<file path="src/rtl/mmio_uart_tx.sv">
// Memory-mapped 8N1 UART transmitter with a TX FIFO.
// Responds on the data-memory bus inside the window flagged by sel.
module mmio_uart_tx #(
  parameter int          FIFO_DEPTH  = 8,
  parameter logic [15:0] DEFAULT_DIV = 16'd867
) (
  input  logic        clk,
  input  logic        reset,
  input  logic        sel,
  input  logic        mem_d_we,
  input  logic [3:0]  mem_d_wmask,
  input  logic [31:0] mem_d_a,
  input  logic [31:0] mem_d_wd,
  output logic [31:0] mem_d_rd,
  output logic        tx,
  output logic        irq
);

  localparam int AW = $clog2(FIFO_DEPTH);

  typedef enum logic [1:0] {
    IDLE,
    START,
    DATA,
    STOP
  } state_t;

  state_t state, state_n;

  logic [7:0]    fifo [FIFO_DEPTH];
  logic [AW-1:0] rd_ptr, wr_ptr;
  logic [AW:0]   count;

  logic [15:0] div;
  logic [15:0] cnt, cnt_n;
  logic [2:0]  idx, idx_n;
  logic [7:0]  shreg, shreg_n;
  logic        tx_n;
  logic        ovf;
  logic        irq_en;

  logic       wr;
  logic [1:0] reg_sel;
  logic       push_req;
  logic       push;
  logic       pop;
  logic       full;
  logic       empty;
  logic       busy;
  logic       bit_end;

  logic unused;
  assign unused = ^{mem_d_a[31:4], mem_d_a[1:0],
                    mem_d_wd[31:16], mem_d_wmask[3:2]};

  assign wr       = sel & mem_d_we;
  assign reg_sel  = mem_d_a[3:2];
  assign push_req = wr & (reg_sel == 2'd0) & mem_d_wmask[0];
  assign full     = (count == (AW+1)'(FIFO_DEPTH));
  assign empty    = (count == '0);
  // Fullness is judged before any pop in the same cycle.
  assign push     = push_req & ~full;
  assign busy     = (state != IDLE);
  assign irq      = irq_en & empty & ~busy;
  assign bit_end  = (cnt >= div);

  // FIFO storage; no reset needed on the data array
  always_ff @(posedge clk) begin
    if (push) fifo[wr_ptr] <= mem_d_wd[7:0];
  end

  // FIFO pointers and occupancy
  always_ff @(posedge clk) begin
    if (reset) begin
      rd_ptr <= '0;
      wr_ptr <= '0;
      count  <= '0;
    end else begin
      if (push) wr_ptr <= wr_ptr + 1'b1;
      if (pop)  rd_ptr <= rd_ptr + 1'b1;
      case ({push, pop})
        2'b10:   count <= count + 1'b1;
        2'b01:   count <= count - 1'b1;
        default: count <= count;
      endcase
    end
  end

  // Control/status registers
  always_ff @(posedge clk) begin
    if (reset) begin
      ovf    <= 1'b0;
      div    <= DEFAULT_DIV;
      irq_en <= 1'b0;
    end else begin
      if (push_req & full) ovf <= 1'b1;
      if (wr) begin
        case (reg_sel)
          2'd1: if (mem_d_wmask[0] & mem_d_wd[3]) ovf <= 1'b0;
          2'd2: begin
            if (mem_d_wmask[0]) div[7:0]  <= mem_d_wd[7:0];
            if (mem_d_wmask[1]) div[15:8] <= mem_d_wd[15:8];
          end
          2'd3: if (mem_d_wmask[0]) irq_en <= mem_d_wd[0];
          default: ;
        endcase
      end
    end
  end

  // Transmitter state register
  always_ff @(posedge clk) begin
    if (reset) begin
      state <= IDLE;
      cnt   <= '0;
      idx   <= '0;
      shreg <= '0;
      tx    <= 1'b1;
    end else begin
      state <= state_n;
      cnt   <= cnt_n;
      idx   <= idx_n;
      shreg <= shreg_n;
      tx    <= tx_n;
    end
  end

  // Transmitter next-state logic; pops the FIFO head from IDLE
  always_comb begin
    state_n = state;
    cnt_n   = cnt;
    idx_n   = idx;
    shreg_n = shreg;
    tx_n    = tx;
    pop     = 1'b0;
    unique case (state)
      IDLE: begin
        tx_n = 1'b1;
        if (!empty) begin
          pop     = 1'b1;
          shreg_n = fifo[rd_ptr];
          cnt_n   = '0;
          tx_n    = 1'b0;
          state_n = START;
        end
      end
      START: begin
        if (bit_end) begin
          cnt_n   = '0;
          idx_n   = '0;
          tx_n    = shreg[0];
          state_n = DATA;
        end else begin
          cnt_n = cnt + 16'd1;
        end
      end
      DATA: begin
        if (bit_end) begin
          cnt_n = '0;
          if (idx == 3'd7) begin
            tx_n    = 1'b1;
            state_n = STOP;
          end else begin
            shreg_n = shreg >> 1;
            tx_n    = shreg[1];
            idx_n   = idx + 3'd1;
          end
        end else begin
          cnt_n = cnt + 16'd1;
        end
      end
      STOP: begin
        if (bit_end) begin
          cnt_n   = '0;
          state_n = IDLE;
        end else begin
          cnt_n = cnt + 16'd1;
        end
      end
    endcase
  end

  // Side-effect-free register read mux
  always_comb begin
    mem_d_rd = '0;
    if (sel) begin
      case (reg_sel)
        2'd1: mem_d_rd = {16'h0, 8'(count), 4'h0,
                          ovf, full, empty, busy};
        2'd2: mem_d_rd = {16'h0, div};
        2'd3: mem_d_rd = {31'h0, irq_en};
        default: mem_d_rd = '0;
      endcase
    end
  end

endmodule

</file>
<file path="config.mk">
export PLATFORM = sky130hd
export DESIGN_NAME = mmio_uart_tx
export DESIGN_NICKNAME = d
export VERILOG_FILES = /design/src/rtl/mmio_uart_tx.sv
export SDC_FILE = /design/constraint.sdc
export NUM_CORES = 1
export LEC_CHECK = 0
export ABC_CLOCK_PERIOD_IN_PS = 3800
export BUFFER_PORTS_ARGS = -buffer_cell sky130_fd_sc_hd__buf_4
export CORE_MARGIN = 2
export CORE_UTILIZATION = 40
export DETAILED_ROUTE_END_ITERATION = 7
export GPL_ROUTABILITY_DRIVEN = 0
export MAX_ROUTING_LAYER = met4
export SLEW_MARGIN = 10
export SYNTH_ARGS = -nofsm -noshare
export SYNTH_HDL_FRONTEND = slang
export SYNTH_SLANG_ARGS = --single-unit
export TNS_END_PERCENT = 50
</file>
<file path="constraint.sdc">
create_clock -name clk -period 3.8 [get_ports clk]
set_input_delay 0.57 -clock clk [delete_from_list [all_inputs] [get_ports clk]]
set_output_delay 0.57 -clock clk [all_outputs]
set_load 0.005 [all_outputs]
</file>
======== Word-level counts from Yosys, hierarchy flattened ========
Memories as Yosys holds them, arrays and structs flattened. A register that Yosys moved wholly into a read port is not among the register bits.
Index checks and enable logic that the tools add are counted.
cells by class
  bitwise operators ....................... 10
  reduce and logical (&&, ||, !) cells .... 16
  equality and inequality tests ........... 16
  multiplexer cells ....................... 35
  $add $sub $neg .......................... 6
  magnitude comparators ................... 1
operator list
  operator                                                                count
  16-bit two-way mux                                                      3
  16-bit one-hot mux with 3 select lines                                  1
  16-bit one-hot mux with 2 select lines                                  1
  8-bit two-way mux                                                       3
  16-bit by 1-bit adder with 16-bit output (second input constant)        1
  16-bit >= comparator                                                    1
  8-bit one-hot mux with 2 select lines                                   1
  3-bit two-way mux                                                       5
  1-bit two-way mux                                                       12
  2-bit inequality test (second input constant)                           6
  3-bit AND reduction                                                     4
  2-bit equality test (second input constant)                             5
  2-bit two-way mux                                                       5
  3-bit by 1-bit adder with 3-bit output (second input constant)          3
  1-bit AND                                                               8
  2-bit one-hot mux with 4 select lines                                   1
  4-bit one-hot mux with 2 select lines                                   1
  4-bit AND reduction                                                     2
  2-bit nonzero test                                                      4
  2-bit by 1-bit equality test with 1-bit output (second input constant)  3
  3-bit one-hot mux with 2 select lines                                   1
  5-bit AND reduction                                                     1
  4-bit by 1-bit adder with 4-bit output (second input constant)          1
  4-bit equality test (second input constant)                             1
  8 further kinds                                                         10
word-level totals
  logic and storage cells ................. 97
  output and inout port bits .............. 34
  memories kept ........................... 1
  bits of input ports ..................... 72
  register bits after elaboration ......... 58
  RAM bits ................................ 64
memory list
  name  depth  bits a word  read ports  clocked after memory_dff  write ports  line  source
  fifo  8      8            1           1                         1            30    logic [7:0] fifo [FIFO_DEPTH];

======== Longest topological paths before layout ========
Gate-level depths: netlist (run 1).
  depth after elaboration ................. 8
  depth in mapped cells ................... 12
  depth with buffers taken out ............ 11

======== Worst setup path after synthesis (run 1) ========
No wires, ideal clock.
  path kind ............................... input to register
  start ................................... input sel
  end ..................................... register count[3]
  path buffers ............................ 1
  slack ................................... 0.935 ns
  data required time ...................... 3.729 ns
  cell stages on the path ................. 11
  arrival ................................. 2.795 ns
  setup time .............................. 0.071 ns
  cells stage by stage .................... clkbuf_1 nand3_1 nor4_1 inv_1 ha_1 ha_1 a21o_1 a21oi_1 xnor2_1 or3_1 a21oi_1
between the ends
  word-level cells in the longest chain between the ends .. 6
  elaborated cells between the ends (all ways) .. 8
  those cells by class .................... 2 x eq/ne; 1 x mux; 4 x bitwise; 1 x reduce/logical
RTL lines
  element                                                                                       line  source
  start: declaration                                                                            9     input logic sel,
  1-bit AND *                                                                                   56    assign wr = sel & mem_d_we;
  1-bit AND * (2 in series)                                                                     58    assign push_req = wr & (reg_sel == 2'd0) & mem_d_wmask[0];
  1-bit AND *                                                                                   62    assign push = push_req & ~full;
  2-bit by 1-bit equality test with 1-bit output / 2-bit equality test (equally long branches)  81    case ({push, pop})
  4-bit one-hot mux with 2 select lines / 2-bit nonzero test (equally long branches)            -
  end signal: assignment                                                                        82    2'b10: count <= count + 1'b1;
  end signal: assignment                                                                        83    2'b01: count <= count - 1'b1;
  end signal: assignment                                                                        84    default: count <= count;
  end: declaration                                                                              32    logic [AW:0] count;
Every way passes the cells marked *; elsewhere a longest branch is shown, timed or not.
A chain may end at the register's enable or synchronous reset.

======== Worst setup path in the final report (run 1) ========
  start ................................... register count[0]
  end ..................................... register count[3]
between the ends
  word-level cells in the longest chain between the ends .. 5
  elaborated cells between the ends (all ways) .. 12
  those cells by class .................... 2 x add/sub; 3 x eq/ne; 3 x mux; 2 x bitwise; 2 x reduce/logical
RTL lines
  element                                                                                       line
  4-bit logical NOT / 4-bit equality test (equally long branches)                               60, 59
  1-bit two-way mux / 1-bit NOT (equally long branches)                                         139, 62
  1-bit two-way mux / 1-bit AND (equally long branches)                                         136, 62
  2-bit by 1-bit equality test with 1-bit output / 2-bit equality test (equally long branches)  81
  4-bit one-hot mux with 2 select lines / 2-bit nonzero test (equally long branches)            -
Parallel ways exist; a longest one is shown, timed or not.

==> metrics.sh, run 1 <==
STARTPOINT='count[0]'
CTS_TREE='yes'
SYNTH-EDFF-COUNT=64
LAYOUT-DRIVE-GT1-SHARE_PCT=20.00
GRT_PASS1_VIAS=4073
YOSYSWARNINGCOUNT=0
CTS_SETUP_BUFFERS=0
PATH_CLASS='register to register'
WORST-R2R-SETUP-SLACK_PS=1040
AREA_USED_BY_MULTI_INPUT_COMBINATIONAL_LOGIC_MM2=0.002580
CLOCK_LATENCY_PS=420
CTS.CLK_SLEW.WORST_PATHS_PS=50
DRT.ANTENNA.VIOLATING_NETS=0
SYNTHTOPCELLSBYAREA='sky130_fd_sc_hd__edfxtp_1, sky130_fd_sc_hd__dfxtp_1, sky130_fd_sc_hd__mux4_2'
IR_WORST_VDD_mV=0.3566
NETLIST_AREA_MM2=0.006027
SYNTH.YOSYS.SEQ_AREA_SHARE_PCT=52.15
POST_SYNTH_INST_COUNT=535
DRT_ITER0_MARKERS=214
CRITICAL_PATH_FANOUT_MAX=6
HOLD_PATH.STARTPOINT='mem_d_wd[9]'
YOSYS.CELL_TYPES.COUNT=58
GLOBAL_ROUTE_WIRE_LENGTH_BEFORE_REPAIR_UM=20530
TIGHTESTPINTRANSITION_PS=899.9
SYN_AREA_PER_CELL_UM2=11.27
WORST_EP_ARRIVAL_TIME_PS=3110
SWITCHING_POWER_SHARE_OF_THE_TOTAL_PCT=29.56
CORE.ROWCOUNT=44
RESULT_OF_THE_RUN='finished, final reports clean'
REGAREA_MM2=0.003143
YOSYS_REGISTER_BITS=125
PLACE_HPWL_UM=8645
VIA_COUNT=4096
ASYNC_RESET_FF_SHARE_PCT=0
DIE_HEIGHT_UM=126.8
CTS_MADE_BUFFERS=17
UTILIZATION_PCT=48.24
FINAL_MAX_SLEW_VIOL_COUNT=0
DIE-AREA_MM2=0.01607
SWITCHING_POWER_uW=1284
GRT_START_MAX_NET_PINS=46
POST-SYNTH-TOP-AREA-CELL='sky130_fd_sc_hd__edfxtp_1'
TOTALWIRELENGTH_UM=12560
NETLIST.AREA_LEADER.SHARE_PCT=31.89
WORST-ENDPOINT-REQUIRED_PS=4150
TRACK_USAGE_PCT=17.01
SEQ_POWER_SHARE_PCT=36.3
CHIP_WIDTH_UM=126.8
POSTLAYOUTCELLAREA_MM2=0.007064
DRT_PASS1_ITERATIONS=4
NUMPORTBUFFERS=41
SYNTHTOLAYOUTAREAGROWTH_PCT=17.21
MAX_SLEW_MARGIN_PCT=39.78
GR-TOTAL-OVERFLOW=0
AVGROUTEDWIREPERCELL_UM=16.23
AREA_OF_THE_CORE_REGION_MM2=0.01464
CLOCKBUFFERDEPTH=2
PIN_COUNT=106
CLKPWRFRAC_PCT=38.9
COMMONEST_NON_FILL_NON_TAP_CELL_IN_THE_LAYOUT='sky130_fd_sc_hd__edfxtp_1'
ROUTE.DETAILED.DRC=0
FINAL_HOLD_VIOL_COUNT=0
WORST_SETUP_PATH_START_KIND='register'
FIN_WORST_HOLD_SLACK_PS=397.8
END_KIND='register'
PLACED_CELL_AREA_MM2=0.006441
POWER.DENSITY_CELL_AREA_mW_PER_MM2=614.9
CTS_HTREE_LEVELS=4
NUMBER_OF_ANTENNA_VIOLATIONS_AT_THE_FIRST_CHECK_IN_GLOBAL_ROUTING=0
UNREPAIRED_SETUP_ENDPOINTS_AFTER_GLOBAL_ROUTING='no'
MIN_PERIOD_PS=2760
INTPOWER_uW=3060
LAYOUT.CELLS.MOST_COMMON_LIST='sky130_fd_sc_hd__edfxtp_1, sky130_fd_sc_hd__dfxtp_1, sky130_fd_sc_hd__buf_4, sky130_fd_sc_hd__nand2_1, sky130_fd_sc_hd__a21oi_1'
WORST_CLOCK_SKEW_PS=8.466
CTSRESIZECOUNT=0
CTS-HOLD-FIX-BUFFERS=0
ANTENNADIODECOUNT=0
MAIN_FLOP_TYPE_AFTER_SYNTHESIS='sky130_fd_sc_hd__edfxtp_1'
POST-ROUTE-PERIOD-UTIL_PCT=72.62
HOLD_PATH_CLASS='input port to register'
FINAL.SETUP.TNS_PS=0
FMAX_GHz=0.3624
P_COMB_SHARE_PCT=24.8
FINISH.NET_COUNT=678
CAP_VIOLATIONS=0
NUMCLOCKSINKS=125
VIA_DENSITY_PER_INSTANCE=5.292
REG2REG_FROM='count[0]'
SETUP_VIOL=0
CTS_ROOT_BUFFER='sky130_fd_sc_hd__clkbuf_16'
TOTAL_LEAKAGE_POWER_uW=0.002635
FILL_CELLS=1323
STARTING_DENSITY_OF_THE_CORE_PCT=41.16
path summary, 6_finish.rpt:
path	end	cells after the start
setup / recovery	count[3]	11
hold / removal	div[9]	3
setup reg to reg	count[3]	11
hold reg to reg	shreg[0]	2
sequential cells by signal (all words and copies together) (netlist names), named ones only:
| signal | count |
|---|---|
| wr_ptr | 3 |
| count | 4 |
| irq_en | 1 |
| tx | 1 |
| idx | 3 |
| div | 16 |
| fifo | 64 |
| cnt | 16 |
| ovf | 1 |
| shreg | 8 |
| rd_ptr | 3 |
| state | 2 |
final cells by class:
class	instances	area share [%]
inverter	32	1.700
clock buffer	23	6.925
tap	184	3.259
sequential	125	44.49
timing repair buffer	49	5.207
clock inverter	9	1.895
multi-input combinational	352	36.52
power groups by stage:
stage / combinational, uW / sequential, uW / clock (uW)
after detailed placement: 1080 / 1600 / 0
after global placement: 1050 / 1600 / 0
after global routing: 1200 / 1590 / 1770
after floorplan: 852 / 1570 / 0
final: 1080 / 1580 / 1690
after CTS: 1080 / 1580 / 1720
layer usage:
metal  GRT usage [%]  wire length [um]
met1           22.02              5866
met2           26.10              5907
met3           4.344               583
met4           6.076               203
met5               -                 0
Yosys cell counts (3+ instances only):
cell and number:
sky130_fd_sc_hd__xnor2_1 6, sky130_fd_sc_hd__mux2_2 8, sky130_fd_sc_hd__o31ai_1 7, sky130_fd_sc_hd__and3_1 15, sky130_fd_sc_hd__o211ai_1 4, sky130_fd_sc_hd__xor2_1 4, sky130_fd_sc_hd__a31oi_1 9, sky130_fd_sc_hd__nor2_1 35
sky130_fd_sc_hd__nor3_1 7, sky130_fd_sc_hd__mux2i_1 10, sky130_fd_sc_hd__nand3_1 17, sky130_fd_sc_hd__clkbuf_1 18, sky130_fd_sc_hd__buf_1 3, sky130_fd_sc_hd__mux4_2 16, sky130_fd_sc_hd__ha_1 28, sky130_fd_sc_hd__a22oi_1 8
sky130_fd_sc_hd__o21ai_0 15, sky130_fd_sc_hd__nand2_1 40, sky130_fd_sc_hd__a21oi_2 5, sky130_fd_sc_hd__or3_1 9, sky130_fd_sc_hd__a22o_1 4, sky130_fd_sc_hd__nand2b_1 8, sky130_fd_sc_hd__dfxtp_1 61, sky130_fd_sc_hd__and4_1 4
sky130_fd_sc_hd__nor2b_1 10, sky130_fd_sc_hd__inv_1 31, sky130_fd_sc_hd__a21oi_1 36, sky130_fd_sc_hd__edfxtp_1 64, sky130_fd_sc_hd__buf_4 16
worst max-delay path, stage by stage, from the launching register on:
cell	delay, ps
sky130_fd_sc_hd__dfxtp_1	370
sky130_fd_sc_hd__nor4b_1	560
sky130_fd_sc_hd__nor4_1	130
sky130_fd_sc_hd__buf_4	180
sky130_fd_sc_hd__inv_1	110
sky130_fd_sc_hd__ha_1	210
sky130_fd_sc_hd__ha_1	240
sky130_fd_sc_hd__a21o_1	170
sky130_fd_sc_hd__a21oi_1	170
sky130_fd_sc_hd__xnor2_1	90
sky130_fd_sc_hd__or3_1	300
sky130_fd_sc_hd__a21oi_1	130
per-stage QoR:
stage                     power (uW)  instances  worst slack, ps
after floorplan                 2419        550            934.6
after global placement          2650        742            923.8
after detailed placement        2681        742            887.3
after CTS                       4375        774            990.8
after global routing            4558        774            808.2
final                           4344        774             1040
kinds of logic after synthesis:
| family | after synthesis | share of synthesized area, % |
|---|---|---|
| multiplexers | 34 | 9.135 |
| adder cells (fa/ha/maj) | 29 | 6.145 |
| buffers and inverters | 73 | 5.979 |
| other | 1 | 0.06222 |
| AO/OA/AOI/OAI | 99 | 10.57 |
| AND/OR/NAND/NOR | 164 | 14.51 |
| flip-flops | 125 | 52.15 |
| XOR/XNOR | 10 | 1.453 |
No activity file was read; power rests on OpenSTA's default activity.
==> run 2, diff against run 1 <==
--- a/config.mk
+++ b/config.mk
@@ -5,7 +5,8 @@
 export SDC_FILE = /design/constraint.sdc
 export NUM_CORES = 1
 export LEC_CHECK = 0
-export ABC_CLOCK_PERIOD_IN_PS = 3800
+export ABC_AREA = 1
+export ABC_CLOCK_PERIOD_IN_PS = 2900
 export BUFFER_PORTS_ARGS = -buffer_cell sky130_fd_sc_hd__buf_4
 export CORE_MARGIN = 2
 export CORE_UTILIZATION = 40
==> constraint.sdc (replaced) <==
create_clock -name clk -period 2.9 [get_ports clk]
set_input_delay 0.435 -clock clk [delete_from_list [all_inputs] [get_ports clk]]
set_output_delay 0.435 -clock clk [all_outputs]
set_load 0.005 [all_outputs]
==> run 2 against run 1 <==
Clock power grew 20%. Synthesized cell count grew 34%. Non-clock buffer count grew 7. Largest cell class unchanged. Clock skew grew 3.2 ps. Highest routed layer unchanged. First-iteration DRC count grew 51%. Synthesized area grew 2.7%. Die area grew 2.6%. Sequential power grew 32%. Global-route usage grew 1.9 points. Final cell count grew 25%. Setup slack lost 570 ps.
==> metrics.sh, run 2 <==
YOSYS.CELL_TYPES.COUNT=40  # -31%
MAX_SLEW_MARGIN_PCT=36.60  # -3.2 points
HOLD_PATH_CLASS='input port to register'
NUMBER_OF_ANTENNA_VIOLATIONS_AT_THE_FIRST_CHECK_IN_GLOBAL_ROUTING=0  # unchanged
CTS_SETUP_BUFFERS=0  # unchanged
CHIP_WIDTH_UM=128.4  # +1.3%
PLACE_WS_PS=320.5  # -566.8 ps
WORST_EP_ARRIVAL_TIME_PS=2730  # -380 ps
GLOBAL_ROUTE_WIRE_LENGTH_BEFORE_REPAIR_UM=23340  # +14%
FINISH.NET_COUNT=870  # +28%
SYNTH.MOST_COMMON_CELL='sky130_fd_sc_hd__nand2_1'
COMMONEST_NON_FILL_NON_TAP_CELL_IN_THE_LAYOUT='sky130_fd_sc_hd__nand2_1'
DRT.ANTENNA.VIOLATING_NETS=0  # unchanged
MAX_FLOP_REGISTER='fifo'
WORST-ENDPOINT-REQUIRED_PS=3200  # -950 ps
POST_SYNTH_INST_COUNT=717  # +34%
RESULT_OF_THE_RUN='finished, final reports clean'
SETUP_VIOL=0  # unchanged
DP_CELLS=938  # +26%
LARGEST_REG_FLOPS=64  # unchanged
FINAL_MAX_SLEW_VIOL_COUNT=0  # unchanged
TOTALWIRELENGTH_UM=14260  # +13%
TIGHTESTPINTRANSITION_PS=950.0  # +50.07 ps
CTS-HOLD-FIX-BUFFERS=0  # unchanged
GRT_START_MAX_NET_PINS=33  # -28%
CORE.ROWCOUNT=45  # +2.3%
SYNTHTOPCELLSBYAREA='sky130_fd_sc_hd__edfxtp_1, sky130_fd_sc_hd__dfxtp_1, sky130_fd_sc_hd__nand2_1'
ANTENNADIODECOUNT=0  # unchanged
POST-ROUTE-WORST-SETUP-SLACK_PS=474.7  # -565.8 ps
GR-TOTAL-OVERFLOW=0  # unchanged
VIA_COUNT=4958  # +21%
LARGEST_REGISTERS='fifo: 64 flops, cnt: 16 flops, div: 16 flops'
PATH_CLASS='register to register'
TRACK_USAGE_PCT=18.92  # +1.9 points
SYNTHTOLAYOUTAREAGROWTH_PCT=17.15  # about the same
DIE_HEIGHT_UM=128.4  # +1.3%
PIN_COUNT=106  # unchanged
ASYNC_RESET_FF_SHARE_PCT=0  # unchanged
CTS_TREE='yes'
GRT_PASS1_VIAS=4871  # +20%
MAIN_FLOP_TYPE_AFTER_SYNTHESIS='sky130_fd_sc_hd__edfxtp_1'
UNREPAIRED_SETUP_ENDPOINTS_AFTER_GLOBAL_ROUTING='no'
AREA_OF_THE_CORE_REGION_MM2=0.01515  # +3.4%
DRT_PASS1_ITERATIONS=5  # +1
UTILIZATION_PCT=47.86  # -0.38 points
END_KIND='register'
ROUTE.DETAILED.DRC=0  # unchanged
WORST_SETUP_PATH_START_KIND='register'
IR_WORST_VDD_mV=0.5267  # +48%
CTSRESIZECOUNT=0  # unchanged
NETLIST.AREA_LEADER.SHARE_PCT=31.06  # -0.83 points
CRITICAL_PATH_FANOUT_MAX=3  # -3
MIN_PERIOD_PS=2425  # -334.2 ps
NUMCLOCKSINKS=125  # unchanged
YOSYS_REGISTER_BITS=125  # unchanged
CAP_VIOLATIONS=0  # unchanged
FMAX_GHz=0.4123  # +14%
FINAL.SETUP.TNS_PS=0  # unchanged
CTS.CLK_SLEW.WORST_PATHS_PS=60  # about the same
WORST_CLOCK_SKEW_PS=11.69  # +3.221 ps
POWER.DENSITY_CELL_AREA_mW_PER_MM2=816.5  # +33%
NETLIST_TOP_CELLS_COUNT='sky130_fd_sc_hd__nand2_1, sky130_fd_sc_hd__inv_1, sky130_fd_sc_hd__nor2_1, sky130_fd_sc_hd__o21ai_0, sky130_fd_sc_hd__edfxtp_1'
LAYOUT.CELLS.MOST_COMMON_LIST='sky130_fd_sc_hd__nand2_1, sky130_fd_sc_hd__inv_1, sky130_fd_sc_hd__nor2_1, sky130_fd_sc_hd__o21ai_0, sky130_fd_sc_hd__edfxtp_1'
FINAL_HOLD_VIOL_COUNT=0  # unchanged
LAYOUT-DRIVE-GT1-SHARE_PCT=14.71  # -5.3 points
FINISH.CELL_COUNT_WITHOUT_FILLERS=970  # +25%
CLOCK_LATENCY_PS=420  # about the same
AVGROUTEDWIREPERCELL_UM=14.70  # -9.4%
VIA_DENSITY_PER_INSTANCE=5.111  # -3.4%
CTS_ROOT_BUFFER='sky130_fd_sc_hd__clkbuf_16'
PLACE_HPWL_UM=10060  # +16%
NUMPORTBUFFERS=41  # unchanged
SYNTH-EDFF-COUNT=64  # unchanged
POST-ROUTE-PERIOD-UTIL_PCT=83.63  # +11 points
CLOCKBUFFERDEPTH=2  # unchanged
DRT_ITER0_MARKERS=324  # +51%
POST-SYNTH-TOP-AREA-CELL='sky130_fd_sc_hd__edfxtp_1'
TOTAL_LEAKAGE_POWER_uW=0.002959  # +12%
DIE-AREA_MM2=0.01648  # +2.6%
CTS_MADE_BUFFERS=17  # unchanged
YOSYSWARNINGCOUNT=0  # unchanged
FILL_CELLS=1410  # +6.6%
SYN_AREA_PER_CELL_UM2=8.631  # -23%
NETLIST_AREA_MM2=0.006188  # +2.7%
FIN_WORST_HOLD_SLACK_PS=246.6  # -151.2 ps
STARTING_DENSITY_OF_THE_CORE_PCT=40.86  # -0.30 points
CTS_HTREE_LEVELS=4  # unchanged
SYNTH.YOSYS.SEQ_AREA_SHARE_PCT=50.79  # -1.4 points
-- run 2: changes by cell type in the layout (fill, tap and decap cells not counted), sizes merged, moves of 11 or more --
cell   previous run  this run
nand2            41       137
nor3              7        18
mux4             16         0
inv              32        92
nor2             37        83
a21oi            41        55
and3             15         0
o22ai             0        16
o21ai            16        71
-- run 2: power breakdown --
part	switching [uW]	internal (uW)
Combinational	1190	620
Sequential	94.6	1990
Clock	812	1210
-- run 2: worst max-delay path: stages (launching register included) --
cell and delay [ps]:
sky130_fd_sc_hd__dfxtp_1 330, sky130_fd_sc_hd__inv_1 100, sky130_fd_sc_hd__ha_1 260, sky130_fd_sc_hd__inv_2 70, sky130_fd_sc_hd__nor2_1 250, sky130_fd_sc_hd__ha_1 270, sky130_fd_sc_hd__ha_1 280, sky130_fd_sc_hd__nand2_1 80
sky130_fd_sc_hd__nor2_1 40, sky130_fd_sc_hd__a211oi_1 220, sky130_fd_sc_hd__nor2_1 70, sky130_fd_sc_hd__nor2_1 80, sky130_fd_sc_hd__nand2_1 70, sky130_fd_sc_hd__o21ai_0 140, sky130_fd_sc_hd__a21oi_1 50
-- run 2: path summary, 6_finish.rpt --
check                   start        to  slack, ps  cells after the start
setup / recovery     state[1]  count[3]        470                     14
hold / removal    mem_d_wd[8]    div[8]        250                      3
setup reg to reg     state[1]  count[3]        470                     14
hold reg to reg      shreg[7]  shreg[7]        450                      2
-- run 2: layer usage --
| metal | routed length, um | GRT usage, % | share of wire [%] |
|---|---|---|---|
| met1 | 6168 | 22.42 | 43 |
| met2 | 7143 | 32.07 | 50 |
| met3 | 767 | 3.909 | 5.4 |
| met4 | 176 | 6.593 | 1.2 |
| met5 | 0 | - | 0 |
-- run 2: cell families after synthesis --
logic type,synth area share [%]
xor+xnor,0.7078
compound gates,13.71
other cells,0.06060
simple gates,19.85
flops,50.79
buf+inv,8.896
fa+ha+maj,5.985
-- run 2: through the flow --
step           power, uW  instance area [um^2]
4_1_cts             5982                  7249
3_5_place_dp        3948                  6676
2_1_floorplan       3495                  6245
6_report            5919                  7249
3_3_place_gp        3877                  6676
5_1_grt             6343                  7249
-- run 2: cell type report --
| cell class | count | area [um^2] | area share (%) |
|---|---|---|---|
| inverter | 87 | 326.6 | 4.505 |
| clock buffer | 18 | 439.2 | 6.058 |
| timing repair buffer | 56 | 420.4 | 5.799 |
| sequential | 125 | 3143 | 43.36 |
| clock inverter | 14 | 133.9 | 1.847 |
| multi-input combinational | 482 | 2551 | 35.19 |
| tap | 188 | 235.2 | 3.245 |
==> run 3, diff against run 2 <==
--- a/config.mk
+++ b/config.mk
@@ -6,7 +6,7 @@
 export NUM_CORES = 1
 export LEC_CHECK = 0
 export ABC_AREA = 1
-export ABC_CLOCK_PERIOD_IN_PS = 2900
+export ABC_CLOCK_PERIOD_IN_PS = 2200
 export BUFFER_PORTS_ARGS = -buffer_cell sky130_fd_sc_hd__buf_4
 export CORE_MARGIN = 2
 export CORE_UTILIZATION = 40
==> constraint.sdc (replaced) <==
create_clock -name clk -period 2.2 [get_ports clk]
set_input_delay 0.33 -clock clk [delete_from_list [all_inputs] [get_ports clk]]
set_output_delay 0.33 -clock clk [all_outputs]
set_load 0.005 [all_outputs]
==> run 3 against run 2 <==
Hold slack lost 110 ps. Clock skew grew 4.2 ps. Non-clock buffer count grew 24. Largest cell class unchanged.
==> metrics.sh, run 3 (synthesis gave the netlist of run 2 again) <==
INTPOWER_uW=5525  # +45%
CTS-HOLD-FIX-BUFFERS=0  # unchanged
PIN_COUNT=106  # unchanged
TOTALWIRELENGTH_UM=14420  # +1.2%
IR_WORST_VDD_mV=0.7889  # +50%
NUMCLOCKSINKS=125  # unchanged
PLACED_CELL_AREA_MM2=0.006869  # +2.9%
CLOCKBUFFERDEPTH=2  # unchanged
FINAL_HOLD_VIOL_COUNT=0  # unchanged
TIGHTESTPINTRANSITION_PS=545.9  # -404.1 ps
CTS_HTREE_LEVELS=4  # unchanged
NUMBER_OF_ANTENNA_VIOLATIONS_AT_THE_FIRST_CHECK_IN_GLOBAL_ROUTING=0  # unchanged
LAYOUT.CELLS.MOST_COMMON_LIST='sky130_fd_sc_hd__nand2_1, sky130_fd_sc_hd__inv_1, sky130_fd_sc_hd__buf_4, sky130_fd_sc_hd__nor2_1, sky130_fd_sc_hd__o21ai_0'
WORST-ENDPOINT-REQUIRED_PS=1870  # -1330 ps
SYNTHTOLAYOUTAREAGROWTH_PCT=22.00
GLOBAL_ROUTE_WIRE_LENGTH_BEFORE_REPAIR_UM=23560  # +0.92%
CTS.CLK_SLEW.WORST_PATHS_PS=60  # about the same
CLKPWRFRAC_PCT=33.6  # -0.6 points
ROUTE.DETAILED.DRC=0  # unchanged
GRT_START_MAX_NET_PINS=33  # unchanged
TOTAL_LEAKAGE_POWER_uW=0.003101  # +4.8%
DRT_PASS1_ITERATIONS=5  # unchanged
HOLDPATHEND='div[9]'
SWITCHING_POWER_uW=2867  # +37%
WORST-R2R-SETUP-SLACK_PS=140  # -330 ps
SETUP_VIOL=0  # unchanged
END_KIND='output pin'
MAX_SLEW_MARGIN_PCT=63.47  # +27 points
SWITCHING_POWER_SHARE_OF_THE_TOTAL_PCT=34.16  # -1.3 points
UTILIZATION_PCT=49.85  # +2.0 points
CORE.ROWCOUNT=45  # unchanged
MAX_FLOP_REGISTER='fifo'
RR_WORST_DEPTH=14  # unchanged
CAP_VIOLATIONS=0  # unchanged
WORSTPATHCELLLIST='nor2_2, inv_2, nor3_4, buf_4, buf_4, nand2_1, a21oi_2, buf_4'
VIA_DENSITY_PER_INSTANCE=5.086  # -0.51%
WORST_CLOCK_SKEW_PS=15.88  # +4.196 ps
CRITPATHMAXSTAGEDELAY_PS=320  # about the same
POST-ROUTE-PERIOD-UTIL_PCT=94.68
LARGEST_REGISTERS='fifo: 64 flops, cnt: 16 flops, div: 16 flops'
HOLDPATHSTAGES=3  # unchanged
AREA_OF_THE_CORE_REGION_MM2=0.01515  # unchanged
GR-TOTAL-OVERFLOW=0  # unchanged
P_COMB_SHARE_PCT=33.5  # +2.9 points
DRT.ANTENNA.VIOLATING_NETS=0  # unchanged
PATH_COMMON_CELL='sky130_fd_sc_hd__buf_4'
LAYOUT-DRIVE-GT1-SHARE_PCT=18.86  # +4.2 points
CRIT_PATH_TOP_DELAY_CELL='sky130_fd_sc_hd__dfxtp_2'
DIE_HEIGHT_UM=128.4  # unchanged
SEQ_POWER_SHARE_PCT=32.9  # -2.3 points
RESULT_OF_THE_RUN='finished, final reports clean'
AVGROUTEDWIREPERCELL_UM=14.51  # -1.3%
CLOCK_LATENCY_PS=420  # about the same
CTS_TREE='yes'
DRT_ITER0_MARKERS=322  # -0.62%
FMAX_GHz=0.4801
TRACK_USAGE_PCT=18.98  # +0.057 points
STARTING_DENSITY_OF_THE_CORE_PCT=40.86  # unchanged
CTS_ROOT_BUFFER='sky130_fd_sc_hd__clkbuf_16'
ANTENNADIODECOUNT=0  # unchanged
FINISH.NET_COUNT=894  # +2.8%
LARGEST_REG_FLOPS=64  # unchanged
COMMONEST_NON_FILL_NON_TAP_CELL_IN_THE_LAYOUT='sky130_fd_sc_hd__nand2_1'
PLACE_HPWL_UM=10190  # +1.3%
HOLD_PATH_CLASS='input port to register'
HOLD_PATH.STARTPOINT='mem_d_wd[9]'
POWER.DENSITY_CELL_AREA_mW_PER_MM2=1112  # +36%
FINAL_MAX_SLEW_VIOL_COUNT=0  # unchanged
UNREPAIRED_SETUP_ENDPOINTS_AFTER_GLOBAL_ROUTING='yes'
WORST_SETUP_PATH_START_KIND='register'
WORST_R2R_ENDPOINT='count[3]'
PATH_CLASS='register to output pin'
POSTLAYOUTCELLAREA_MM2=0.007550  # +4.1%
REG2REG_FROM='count[1]'
WORST_EP_ARRIVAL_TIME_PS=1750  # -980 ps
CRITICAL_PATH_FANOUT_MAX=3  # unchanged
CTS_MADE_BUFFERS=17  # unchanged
DIE-AREA_MM2=0.01648  # unchanged
GRT_PASS1_VIAS=4938  # +1.4%
NUMPORTBUFFERS=41  # unchanged
VIA_COUNT=5055  # +2.0%
CHIP_WIDTH_UM=128.4  # unchanged
MIN_PERIOD_PS=2083
==> run 3: cell count changes in the layout (fill, tap and decap cells not counted), sizes merged <==
cell	change
bufinv	+2
buf	+24
clkinvlp	-1
inv	-2
clkbuf	+1
==> run 3: worst max path at each step <==
stage	start	endpoint
5_1_grt	count[1]	count[3]
2_1_floorplan	state[0]	count[3]
3_3_place_gp	mem_d_we	count[3]
4_1_cts	state[1]	count[3]
3_5_place_dp	mem_d_we	count[3]
6_report	count[1]	mem_d_rd[1]
==> run 3: critical path: cells and delay by family, from the launching register on <==
family	cells	cell delay [ps]
AO/OA/AOI/OAI	1	180
buffers and inverters	4	460
flip-flops	1	320
AND/OR/NAND/NOR	3	380
==> run 3: metrics by stage <==
stage / power [uW] / hold WS [ps] / instances / TNS (ps) / setup WS [ps]
after floorplan: 4626 / 428.9 / 732 / 0 / 8.010
after global placement: 5352 / 442.1 / 961 / -37.91 / -37.91
after detailed placement: 5428 / 448.7 / 961 / -157.5 / -157.5
after CTS: 8305 / 122.8 / 993 / 0 / 21.70
after global routing: 8930 / 134.3 / 994 / -53.34 / -53.34
final: 8392 / 136.3 / 994 / 0 / 116.9
==> run 3: what timing repair did <==
action	CTS	global route
hold endpoints to repair	0	0
buffers inserted	0	1
setup endpoints to repair	1	2
gates resized for setup	3	13
pin swaps	0	7
==> run 3: area by class of cell <==
type | count | area, um^2
Clock buffer | 19 | 432.9
Timing Repair Buffer | 80 | 613.1
Sequential cell | 125 | 3148
Fill cell | 1376 | 7596
Inverter | 87 | 326.6
Tap cell | 188 | 235.2
Clock inverter | 13 | 162.7
Multi-Input combinational cell | 482 | 2631
==> run 3: metal layers <==
layer / GRT usage [%] / vias to the layer above / wire length (um)
met2: 31.29 / 137 / 7002
met5: - / - / 0
li1: - / 2535 / -
met3: 3.909 / 14 / 638
met4: 6.593 / 0 / 178
met1: 23.25 / 2369 / 6604
==> run 3: power groups by stage <==
stage               clock, uW  sequential, uW  combinational [uW]
floorplan                   0            2770                1850
finish                   2820            2760                2810
CTS                      2860            2760                2680
global route             2960            2780                3190
detailed placement          0            2800                2630
global placement            0            2790                2560
